--- src/rtl/contatore_modulo_pkg.sv ---
// rtl/contatore_modulo_pkg.sv - shared constants and parameter checks for contatore_modulo
//
// Purpose : counting-mode constants and the elaboration-time parameter check
//           used by contatore_modulo.
// Contents: MODE_WRAP / MODE_SAT, PRESC_CW, params_ok().

package contatore_modulo_pkg;

   localparam int MODE_WRAP = 0;
   localparam int MODE_SAT  = 1;

   // Width of the prescaler count register (covers PRESC up to 65535).
   localparam int PRESC_CW  = 16;

   // Returns 1 when the parameter set is legal.
   // 64-bit arithmetic is used so that WIDTH=32 does not overflow.
   function automatic bit params_ok(input int width,
                                    input longint unsigned max_val,
                                    input int presc);
      longint unsigned lim;
      lim = (64'd1 << width) - 64'd1;
      return (width >= 2) && (width <= 32) &&
             (max_val >= 64'd1) && (max_val <= lim) &&
             (presc >= 1) && (presc <= 65535);
   endfunction

endpackage

--- src/rtl/contatore_presc.sv ---
// rtl/contatore_presc.sv - enable-gated prescaler producing a one-cycle count tick
//
// Purpose : counts enabled cycles and raises tick on the enabled cycle that
//           completes each group of PRESC cycles.
// Ports   : clk     - clock, rising edge
//           reset_n - synchronous active-low reset
//           enable  - advances the count when high, holds it when low
//           clear   - synchronous return of the count to 0
//           tick    - high on the enabled cycle where count == PRESC-1

module contatore_presc
   import contatore_modulo_pkg::*;
#(
   parameter int PRESC = 1
) (
   input  logic clk,
   input  logic reset_n,
   input  logic enable,
   input  logic clear,
   output logic tick
);

   localparam logic [PRESC_CW-1:0] C_LAST = PRESC_CW'(PRESC - 1);

   logic [PRESC_CW-1:0] r_cnt;
   logic                w_at_last;

   assign w_at_last = (r_cnt == C_LAST);
   assign tick      = enable && w_at_last;

   always_ff @(posedge clk) begin
      if (!reset_n) begin
         r_cnt <= '0;
      end else if (clear) begin
         r_cnt <= '0;
      end else if (enable) begin
         if (w_at_last) begin
            r_cnt <= '0;
         end else begin
            r_cnt <= r_cnt + PRESC_CW'(1);
         end
      end
   end

endmodule

--- src/rtl/contatore_modulo.sv ---
// rtl/contatore_modulo.sv - up/down modulo counter with prescaler, wrap/saturate and sticky flags
//
// Purpose : registered modulo-(MAX_VAL+1) counter stepping by 'step' on each
//           prescaler tick, with terminal-count pulse and sticky crossing flags.
// Ports   : clk, reset_n (sync, active-low)
//           enable, up_down, step[WIDTH], load, load_val[WIDTH], clr_flags
//           data_out[WIDTH], tc, ovf, unf (all registered)

module contatore_modulo
   import contatore_modulo_pkg::*;
#(
   parameter int              WIDTH    = 8,
   parameter longint unsigned MAX_VAL  = (64'd1 << WIDTH) - 64'd1,
   parameter int              PRESC    = 1,
   parameter int              SATURATE = MODE_WRAP
) (
   input  logic             clk,
   input  logic             reset_n,
   input  logic             enable,
   input  logic             up_down,
   input  logic [WIDTH-1:0] step,
   input  logic             load,
   input  logic [WIDTH-1:0] load_val,
   input  logic             clr_flags,
   output logic [WIDTH-1:0] data_out,
   output logic             tc,
   output logic             ovf,
   output logic             unf
);

   generate
      if (!params_ok(WIDTH, MAX_VAL, PRESC)) begin : g_bad_params
         $error("contatore_modulo: illegal WIDTH/MAX_VAL/PRESC combination");
      end
   endgenerate

   // All arithmetic is carried out one bit wider than the count so that
   // data_out+s and the modulus MAX_VAL+1 never truncate.
   localparam logic [WIDTH:0] C_MAXV = (WIDTH+1)'(MAX_VAL);
   localparam logic [WIDTH:0] C_MODV = C_MAXV + 1'b1;

   logic [WIDTH-1:0] r_data;
   logic             r_tc;
   logic             r_ovf;
   logic             r_unf;

   logic             w_presc_tick;
   logic             w_tick;
   logic [WIDTH:0]   w_cur;
   logic [WIDTH:0]   w_step_ext;
   logic [WIDTH:0]   w_s;
   logic [WIDTH:0]   w_sum;
   logic [WIDTH:0]   w_wrap_up;
   logic [WIDTH:0]   w_wrap_dn;
   logic [WIDTH:0]   w_ldv_ext;
   logic [WIDTH-1:0] w_ldv;
   logic [WIDTH-1:0] w_nxt_data;
   logic             w_up_evt;
   logic             w_dn_evt;
   logic             w_up_set;
   logic             w_dn_set;

   // Load restarts the prescale interval.
   contatore_presc #(
      .PRESC (PRESC)
   ) u_presc (
      .clk     (clk),
      .reset_n (reset_n),
      .enable  (enable),
      .clear   (load),
      .tick    (w_presc_tick)
   );

   // Load wins over a tick arriving on the same edge.
   assign w_tick = w_presc_tick && !load;

   assign w_cur      = {1'b0, r_data};
   assign w_step_ext = {1'b0, step};
   assign w_s        = (w_step_ext > C_MAXV) ? C_MAXV : w_step_ext;
   assign w_sum      = w_cur + w_s;
   assign w_wrap_up  = w_sum - C_MODV;
   assign w_wrap_dn  = w_cur + C_MODV - w_s;
   assign w_ldv_ext  = {1'b0, load_val};
   assign w_ldv      = (w_ldv_ext > C_MAXV) ? C_MAXV[WIDTH-1:0] : load_val;

   always_comb begin
      w_nxt_data = r_data;
      w_up_evt   = 1'b0;
      w_dn_evt   = 1'b0;
      if (up_down) begin
         if (w_sum > C_MAXV) begin
            w_up_evt   = 1'b1;
            w_nxt_data = (SATURATE == MODE_SAT) ? C_MAXV[WIDTH-1:0]
                                                : w_wrap_up[WIDTH-1:0];
         end else begin
            w_nxt_data = w_sum[WIDTH-1:0];
         end
      end else begin
         if (w_s > w_cur) begin
            w_dn_evt   = 1'b1;
            w_nxt_data = (SATURATE == MODE_SAT) ? '0 : w_wrap_dn[WIDTH-1:0];
         end else begin
            w_nxt_data = r_data - w_s[WIDTH-1:0];
         end
      end
   end

   assign w_up_set = w_tick && w_up_evt;
   assign w_dn_set = w_tick && w_dn_evt;

   always_ff @(posedge clk) begin
      if (!reset_n) begin
         r_data <= '0;
         r_tc   <= 1'b0;
         r_ovf  <= 1'b0;
         r_unf  <= 1'b0;
      end else begin
         if (load) begin
            r_data <= w_ldv;
            r_tc   <= 1'b0;
         end else if (w_tick) begin
            r_data <= w_nxt_data;
            r_tc   <= w_up_evt || w_dn_evt;
         end else begin
            r_tc   <= 1'b0;
         end

         // A clear coinciding with an event keeps that event's flag.
         if (clr_flags) begin
            r_ovf <= w_up_set;
            r_unf <= w_dn_set;
         end else begin
            r_ovf <= r_ovf || w_up_set;
            r_unf <= r_unf || w_dn_set;
         end
      end
   end

   assign data_out = r_data;
   assign tc       = r_tc;
   assign ovf      = r_ovf;
   assign unf      = r_unf;

endmodule

--- config.mk ---
export PLATFORM = sky130hd
export DESIGN_NAME = contatore_modulo
export DESIGN_NICKNAME = d
export VERILOG_FILES = /design/src/rtl/contatore_modulo_pkg.sv /design/src/rtl/contatore_presc.sv /design/src/rtl/contatore_modulo.sv
export SDC_FILE = /design/constraint.sdc
export NUM_CORES = 1
export LEC_CHECK = 0
export ABC_AREA = 0
export CAP_MARGIN = 20
export CORE_MARGIN = 10
export CORE_UTILIZATION = 50
export CTS_CLUSTER_DIAMETER = 40
export DETAILED_ROUTE_END_ITERATION = 12
export PLACE_DENSITY = 0.76
export SETUP_SLACK_MARGIN = 0.5
export SYNTH_ARGS = -nofsm -noshare
export SYNTH_HDL_FRONTEND = slang
export SYNTH_HIERARCHICAL = 1
export SYNTH_SLANG_ARGS = --single-unit
--- constraint.sdc ---
create_clock -name clk -period 3.15 [get_ports clk]
set_input_delay 0.4725 -clock clk [delete_from_list [all_inputs] [get_ports clk]]
set_output_delay 0.4725 -clock clk [all_outputs]
set_load 0.01 [all_outputs]
Word-level counts from Yosys, hierarchy flattened
Cells that the tools add are included.
W data, S select, Z words.
{ "op_classes": {"n_addsub": 6, "order_cmp": 4, "muxes": 14, "bitwise": 2, "reduce_logical": 12} }
{ "ops": {"columns": ["cell", "n"], "rows": [
  ["$mux W8", 7],
  ["$add A16 B1 Y16 const B", 1],
  ["$gt A8 B8 Y1 const B", 2],
  ["$logic_not A16 Y1", 1],
  ["$mux W16", 1],
  ["$sub A8 B8 Y8", 2],
  ["$add A8 B8 Y9", 1],
  ["$gt A9 B8 Y1 const B", 1],
  ["$add A8 B1 Y8 const B", 1],
  ["$gt A8 B8 Y1", 1],
  ["$sub A8 B1 Y8 const B", 1],
  ["$mux W1", 6],
  ["$logic_and A1 B1 Y1", 4],
  ["$logic_or A1 B1 Y1", 3],
  ["$reduce_or A3 Y1", 1],
  ["$not A1 Y1", 2],
  ["$reduce_bool A2 Y1", 1],
  ["$reduce_or A2 Y1", 1],
  ["$logic_not A1 Y1", 1]
]} }
{ "word_totals": {"ff_bits": 27, "in_bits": 22, "out_inout_bits": 11, "wordCells": 43} }

Logic depth before layout (Yosys ltp)
Gate-level depths: netlist (run 1).
{ "logic_depth": {"ltp_word": 9, "ltp_mapped": 9, "ltp_nobuf": 9} }

Hierarchy
The synthesis (run 1) kept the hierarchy.
{ "modules_own_cells": {"columns": ["module", "n_inst", "cells_per_inst", "area_each_um2", "seq_area_each_um2"], "rows": [
  ["contatore_modulo", 1, 165, 1253.7, 220.2],
  ["contatore_presc", 1, 89, 773.2, 320.3]
]} }

Worst setup path after synthesis (run 1)
OpenSTA, ideal clock, no wires.
{ "synth_timing": {"path_kind": "input-to-reg", "startpoint": "in step[0]", "endpoint": "reg r_data[6], in the netlist data_out[6]", "setup_time_ns": 0.127, "arrival_time_ns": 1.909, "t_required_ns": 3.023, "slack_ns": 1.114, "stages": 7, "n_path_buf": 0, "path_cell_list": "ha_1 fa_1 nand2b_1 a21o_1 a2111oi_2 o211a_1 or3_1"} }
{ "synth_between": {"elab_chain_len": 8, "word_cells_on_any_way": 13, "classes_between": "add/sub: 4; order compare: 3; mux: 6"} }
{ "synth_lines": {"columns": ["element", "line", "source"], "rows": [
  ["start, declared", "contatore_modulo.sv:21", "input logic [WIDTH-1:0] step,"],
  ["$gt A8 B8 Y1", "contatore_modulo.sv:79", "assign w_s = (w_step_ext > C_MAXV) ? C_MAXV : w_step_ext;"],
  ["$mux W8 *", "contatore_modulo.sv:79", null],
  ["$add A8 B8 Y9", "contatore_modulo.sv:80", "assign w_sum = w_cur + w_s;"],
  ["$sub A8 B1 Y8 or $gt A9 B8 Y1 (tied branches)", "contatore_modulo.sv:81, contatore_modulo.sv:91", null],
  ["$mux W8", "contatore_modulo.sv:91", "if (w_sum > C_MAXV) begin"],
  ["$mux W8 *", "contatore_modulo.sv:90", "if (up_down) begin"],
  ["$mux W8 *", "contatore_modulo.sv:121", "end else if (w_tick) begin"],
  ["$mux W8 *", "contatore_modulo.sv:118", "if (load) begin"],
  ["end signal, assigned", "contatore_modulo.sv:119", "r_data <= w_ldv;"],
  ["end signal, assigned", "contatore_modulo.sv:122", "r_data <= w_nxt_data;"],
  ["end, declared", "contatore_modulo.sv:42", "logic [WIDTH-1:0] r_data;"]
]} }
Mark *: on every way between the ends. The rest lies on a longest branch, timed or not. The select of a mux whose other input is x is not followed.
A chain may end at the register's enable or synchronous reset.

Worst setup path after layout (run 1)
Ends and elaborated chain as after synthesis.

==> results.yml, run 1 <==
global_route:
  met1_resource_use_gr_pct: 18.06
  track_usage_pct: 13.60
  grt_antenna_before_repair: 0
  grt_use_met3_pct: 3.516
  grt_pass1_wl_um: 8376
  first_global_vias: 1838
  groute.layer.met2.usage_pct: 21.05
  remaining_global_route_overflow: 0
  grt-busiest-layer: "met2"
  grt_start_max_net_pins: 17
power:
  irDropWorstVdd_mv: 0.2645
  combinational_group_share_of_total_power_pct: 29.6
  internal-power_mw: 0.5568
  power.share.sequential_pct: 45.3
  power.net_switching_mw: 0.2538
  swShare_pct: 31.31
  power.share.clock_pct: 25.2
  p_per_area_nw_per_um2: 332.9
  static-leakage-power_nw: 0.9271
  report.power.total_mw: 0.8106
worst_hold_path:
  hp-class: "reg2reg"
sta:
  final.period_utilization_pct: 74.73
  achievable-frequency_mhz: 424.8
  max_slew_margin_pct: 64.14
  max_slew.worst_pin.slew_ns: 0.5379
  post-route-min-period_ns: 2.354
  tightest_hold_margin_ns: 0.4629
  rsz0062_at_grt: "no"
  slew_violations: 0
  worst_slack_ns: 0.7962
  timing_hold_violations_final: 0
  tns_ns: 0
  setup-violations-final: 0
  timing.clock.skew_ns: 0.004011
setup_path:
  critical_path.cell_chain: "clkdlybuf4s50_1 > ha_1 > fa_1 > nand2b_1 > a21o_1 > a2111oi_2 > o211a_1 > or3_1"
  required_time_reported_for_the_critical_path_endpoint_ns: 3.32
  arrival_time_of_data_at_the_critical_path_endpoint_ns: 2.52
  cpLargestDelayFamily: "adder cells"
  critPathMaxStageDelay_ns: 0.43
  setup.worst_path.class: "in2reg"
  timing.critical_path.fanout_max: 5
  critPathLaunchType: "primary input"
  cpMaxStageDelayCell: "clkdlybuf4s50_1"
  worst_path_buffer_plus_inverter_count: 1
  setup.worst_path.end_class: "register"
cells_and_area:
  design.final.nets: 327
  layoutNonFillerInstCount: 334
  fin_area_um2: 2435
  layout.core_utilization_pct: 61.31
  final_layout_size_suffix_gt1_share_pct: 4.930
  area_growth_syn_to_layout_pct: 20.12
  fillers: 376
  multiInputGateArea_um2: 1354
  final-seq-area_um2: 540.5
  num_antenna_cells: 0
clock_tree:
  clock_latency_at_the_later_pin_of_the_worst_skew_pair_ns: 0.27
  cts-root-buf: "clkbuf_8"
  clkSlewWorstSetupHoldPaths_ns: 0.10
  htreeDepth: 1
  numClockSinks: 27
  cts_hold_buf: 0
  cts_max_path_buffers: 2
  tritoncts.num_buffers: 3
  post_cts_resized: 0
  post-cts-setup-buffers: 0
  tritoncts: "yes"
place:
  post-dp-hpwl_um: 3870
  placed_cells: 330
  place_area_um2: 2386
  preCtsSetupSlack_ns: 0.5314
  routability_congestion: 0.8729
  placement.io_buffers: 32
floorplanning:
  ios: 33
  die_area_um2: 7001
  starting_density_pct: 51.04
  placeableCoreArea_um2: 3971
  core.rowCount: 23
  die-width_um: 83.67
  vertical_die_dimension_um: 83.67
synth:
  yosys_warnings: 6
  cell_area_after_technology_mapping_um2: 2027
  synthFlopType: "dfxtp_1"
  synth_enable_flop_cells: 0
  postSynth.asyncResetShare_pct: 0
  synth_seq_cells: 27
  syn-mean-instance-area_um2: 7.980
  ys_seq_area_share_pct: 26.67
  synth.lib_cells_used.distinct: 51
  synth_cells: 254
  syn_nets: 296
routing:
  drcViolationCount: 0
  first_iter_violations: 191
  via_count: 1910
  route.detailed.wl_per_inst_um: 14.64
  routed_via_density: 5.719
  wirelength_um: 4891
  final_antenna_net_count: 0
  firstDrtPassIters: 4
status:
  outcome: "finished clean"
run:
  cap_violations: 0
[power by group through the flow]
stage | logic, mW | registers (mW) | clock network [mW]
final | 0.240 | 0.367 | 0.204
after global routing | 0.264 | 0.369 | 0.225
after CTS | 0.239 | 0.367 | 0.211
after detailed placement | 0.236 | 0.375 | 0
after global placement | 0.235 | 0.374 | 0
after floorplan | 0.147 | 0.377 | 0
[tightest hold or removal path: stages (launching register included)]
cell     delay, ns
dfxtp_1       0.34
nand2_1       0.04
o21ai_0       0.05
[sequential cells by signal, indices dropped and copies added (netlist names)]
signal / flops
unf: 1
ovf: 1
data_out: 8
u_presc/r_cnt: 16
tc: 1
[cell usage in the layout (no fill, tap or decap), types with 2 or more instances in the layout]
| master | count |
|---|---|
| nor2_1 | 33 |
| clkdlybuf4s50_1 | 32 |
| dfxtp_1 | 27 |
| inv_1 | 21 |
| ha_1 | 18 |
| nand2_1 | 17 |
| a21oi_1 | 13 |
| xnor2_1 | 12 |
| nand3_1 | 11 |
| o21ai_0 | 10 |
| nor3_1 | 5 |
| nand2b_1 | 5 |
| a21o_1 | 5 |
| nand4_1 | 5 |
| nor4_1 | 5 |
| a211oi_1 | 4 |
| or3_1 | 4 |
| buf_4 | 4 |
| and3_1 | 3 |
| nor2b_1 | 3 |
| a41oi_1 | 3 |
| or4_1 | 3 |
| mux2i_1 | 3 |
| clkbuf_8 | 3 |
| xor2_1 | 3 |
| o22ai_1 | 2 |
| o211ai_1 | 2 |
| o21bai_1 | 2 |
| fa_1 | 2 |
| nor4b_1 | 2 |
| and4_1 | 2 |
| nand4_2 | 2 |
[final cells by class]
type                            count  share of cell area (%)
Multi-Input combinational cell    196                   55.60
Clock buffer                        3                   1.696
Tap cell                           50                   2.569
Clock inverter                      1                  0.3083
Timing Repair Buffer               36                   14.39
Inverter                           21                   3.237
Sequential cell                    27                   22.20
[final timing paths]
| kind | endpoint | cells past startpoint | start | slack [ns] |
|---|---|---|---|---|
| setup / recovery | data_out[6] | 8 | step[0] | 0.80 |
| hold / removal | unf | 2 | unf | 0.46 |
| setup reg to reg | data_out[6] | 9 | u_presc/r_cnt[0] | 0.93 |
| hold reg to reg | unf | 2 | unf | 0.46 |
[cells by family after synthesis]
kind of cell	count (synthesis)	share of synthesized area, %
xor+xnor	15	6.482
buf+inv	31	6.543
mux	3	1.482
flops	27	26.67
simple gates	105	27.16
fa+ha+maj	20	13.09
compound gates	53	18.58
[cells in the mapped netlist (2+ instances only)]
master,instances,area [um2]
inv_1,21,78.83
xnor2_1,12,105.1
xor2_1,3,26.28
nor3_1,5,25.02
o21bai_1,2,15.01
dfxtp_1,27,540.5
ha_1,18,225.2
fa_1,2,40.04
a41oi_1,3,26.28
nand4_1,5,31.28
or3_1,4,25.02
a21o_1,5,37.54
nand4_2,2,25.02
nand2b_1,5,31.28
nand2_1,17,63.81
nor2_1,33,123.9
o22ai_1,2,12.51
and4_1,2,17.52
a21oi_1,13,65.06
buf_2,6,30.03
a211oi_1,4,30.03
or4_1,3,22.52
o211ai_1,2,15.01
o21ai_0,10,50.05
nand3_1,11,55.05
and3_1,3,18.77
nor2b_1,3,18.77
nor4_1,5,31.28
mux2i_1,3,30.03
nor4b_1,2,17.52
[metal layers]
layer	vias up	share of wire [%]	wire length, um
met2	71	43	2099
met5	-	0	0
li1	964	-	-
met4	0	1.1	53
met1	871	48	2355
met3	4	7.8	383
Power figures use the tool's default switching activity.
==> run 2: changes to the inputs <==
--- a/config.mk
+++ b/config.mk
@@ -8,10 +8,10 @@
 export ABC_AREA = 0
 export CAP_MARGIN = 20
 export CORE_MARGIN = 10
-export CORE_UTILIZATION = 50
+export CORE_UTILIZATION = 48
 export CTS_CLUSTER_DIAMETER = 40
 export DETAILED_ROUTE_END_ITERATION = 12
-export PLACE_DENSITY = 0.76
+export PLACE_DENSITY = 0.77
 export SETUP_SLACK_MARGIN = 0.5
 export SYNTH_ARGS = -nofsm -noshare
 export SYNTH_HDL_FRONTEND = slang
==> constraint.sdc (replaced) <==
create_clock -name clk -period 1.9 [get_ports clk]
set_input_delay 0.285 -clock clk [delete_from_list [all_inputs] [get_ports clk]]
set_output_delay 0.285 -clock clk [all_outputs]
set_load 0.01 [all_outputs]
==> run 2 against run 1 <==
  * The run now ends with negative setup slack left
  * Routed wire length grew 60%
  * Power rose by 100%
  * Register-to-register slack worse by 1.1 ns
  * Cell area up 35%
  * Via count up 26%
  * Worst setup slack got worse by 0.94 ns
  * Clock-buffer cell count did not move
  * First-iteration DRC count grew 68%
  * Non-clock buffer count grew 48
  * Clock skew up 0.0056 ns
==> results.yml, run 2 (synthesized netlist as in run 1, its figures left out) <==
place:
  preCtsSetupSlack_ns: -0.4108
  routability_congestion: 0.8954
  placed_cells: 366
  post-dp-hpwl_um: 4590
  place_area_um2: 2808
  placement.io_buffers: 32
cells_and_area:
  largest_register_ffs: 16
  layout_commonest_cell: "buf_4"
  registers.top_by_ff_count: "u_presc/r_cnt"
  final_layout_size_suffix_gt1_share_pct: 40.96
  fin_area_um2: 3293
  design.final.nets: 375
  fillers: 243
  layout.core_utilization_pct: 81.16
  layoutNonFillerInstCount: 382
  area_growth_syn_to_layout_pct: 62.47
  num_antenna_cells: 0
  most-common-layout-cells: "buf_4 (37), nor2_1 (17), clkdlybuf4s50_1 (17)"
setup_path:
  critPathLaunchType: "register"
  arrival_time_of_data_at_the_critical_path_endpoint_ns: 2.28
  required_time_reported_for_the_critical_path_endpoint_ns: 2.13
  setup.worst_path.end_class: "register"
  setup.worst_path.class: "reg2reg"
  timing.critical_path.fanout_max: 3
clock_tree:
  htreeDepth: 1
  tritoncts: "yes"
  cts_max_path_buffers: 2
  cts-root-buf: "clkbuf_8"
  numClockSinks: 27
  tritoncts.num_buffers: 3
  cts_hold_buf: 0
  clock_latency_at_the_later_pin_of_the_worst_skew_pair_ns: 0.30
  clkSlewWorstSetupHoldPaths_ns: 0.12
routing:
  wirelength_um: 7811
  final_antenna_net_count: 0
  via_count: 2402
  first_iter_violations: 320
  route.detailed.wl_per_inst_um: 20.45
  firstDrtPassIters: 5
  routed_via_density: 6.288
  drcViolationCount: 0
run:
  cap_violations: 0
sta:
  worst_slack_ns: -0.1483
  max_slew.worst_pin.slew_ns: 0.3921
  tns_ns: -0.2380
  achievable-frequency_mhz: 488.2
  final.period_utilization_pct: 107.8
  timing_hold_violations_final: 0
  post-route-min-period_ns: 2.048
  timing.clock.skew_ns: 0.009619
  tightest_hold_margin_ns: 0.4524
  slew_violations: 0
  setup-violations-final: 3
  max_slew_margin_pct: 73.59
  rsz0062_at_grt: "yes"
floorplanning:
  die-width_um: 84.99
  die_area_um2: 7222
  vertical_die_dimension_um: 84.99
  placeableCoreArea_um2: 4058
  ios: 33
  starting_density_pct: 49.95
  core.rowCount: 23
global_route:
  grt_pass1_wl_um: 11710
  grt_antenna_before_repair: 0
  first_global_vias: 2384
  grt_start_max_net_pins: 19
  remaining_global_route_overflow: 0
  track_usage_pct: 19.37
power:
  p_per_area_nw_per_um2: 491.2
  static-leakage-power_nw: 1.318
  report.power.total_mw: 1.618
  irDropWorstVdd_mv: 0.3007
status:
  failed_checks: "negative setup slack"
  outcome: "finished, violations left"
worst_hold_path:
  hp-class: "reg2reg"
[run 2: cell types whose count changed in the layout (fill, tap and decap cells not counted), moves of 7 or more]
cell             before  now
nor2_4                0   14
dfxtp_2               0   10
clkdlybuf4s50_1      32   17
ha_1                 18   10
dfxtp_4               0    7
dlygate4sd2_1         0   15
dfxtp_1              27   10
buf_4                 4   37
nor2_1               33   17
buf_6                 0    9
[run 2: path summary, 6_finish.rpt]
path | startpoint | cells past startpoint | end | slack, ns
worst min register to register | ovf | 2 | ovf | 0.45
worst min-delay path | ovf | 2 | ovf | 0.45
worst max register to register | data_out[0] | 8 | data_out[4] | -0.15
worst max-delay path | data_out[0] | 8 | data_out[4] | -0.15
[run 2: timing repair]
| item | CTS | global route |
|---|---|---|
| setup endpoints to repair | 38 | 28 |
| gates resized for setup | 69 | 30 |
| pin swaps | 22 | 9 |
| setup buffers | 8 | 3 |
| cloned | 1 | 0 |
[run 2: power breakdown]
| group | internal (mW) | switching (mW) | leakage, nW |
|---|---|---|---|
| combinational | 0.319 | 0.309 | 1.06 |
| sequential | 0.581 | 0.0254 | 0.229 |
| clock | 0.155 | 0.228 | 0.0261 |
[run 2: worst max-delay path, stage by stage, from the launching register on]
cell     delay [ns]
dfxtp_4        0.38
inv_2          0.04
ha_4           0.15
fa_2           0.34
nor2b_1        0.17
o21a_1         0.17
nor2_1         0.06
or4_4          0.50
a41oi_2        0.17
[run 2: layout make-up]
class,instances,area (um2),share of cell area [%]
clock inverters,1,8.758,0.2660
inverters,21,81.33,2.470
well taps,50,62.56,1.900
repair buffers,84,803.3,24.39
flip-flops and latches,27,579.3,17.59
multi-input cells,196,1717,52.13
clock buffers,3,41.29,1.254
[run 2: metal layers]
| metal | share of wire, % | global-route usage [%] | wire (um) |
|---|---|---|---|
| met1 | 40 | 22.18 | 3103 |
| met2 | 47 | 33.04 | 3641 |
| met3 | 8.7 | 4.207 | 678 |
| met4 | 5.0 | 9.581 | 388 |
| met5 | 0 | 0 | 0 |
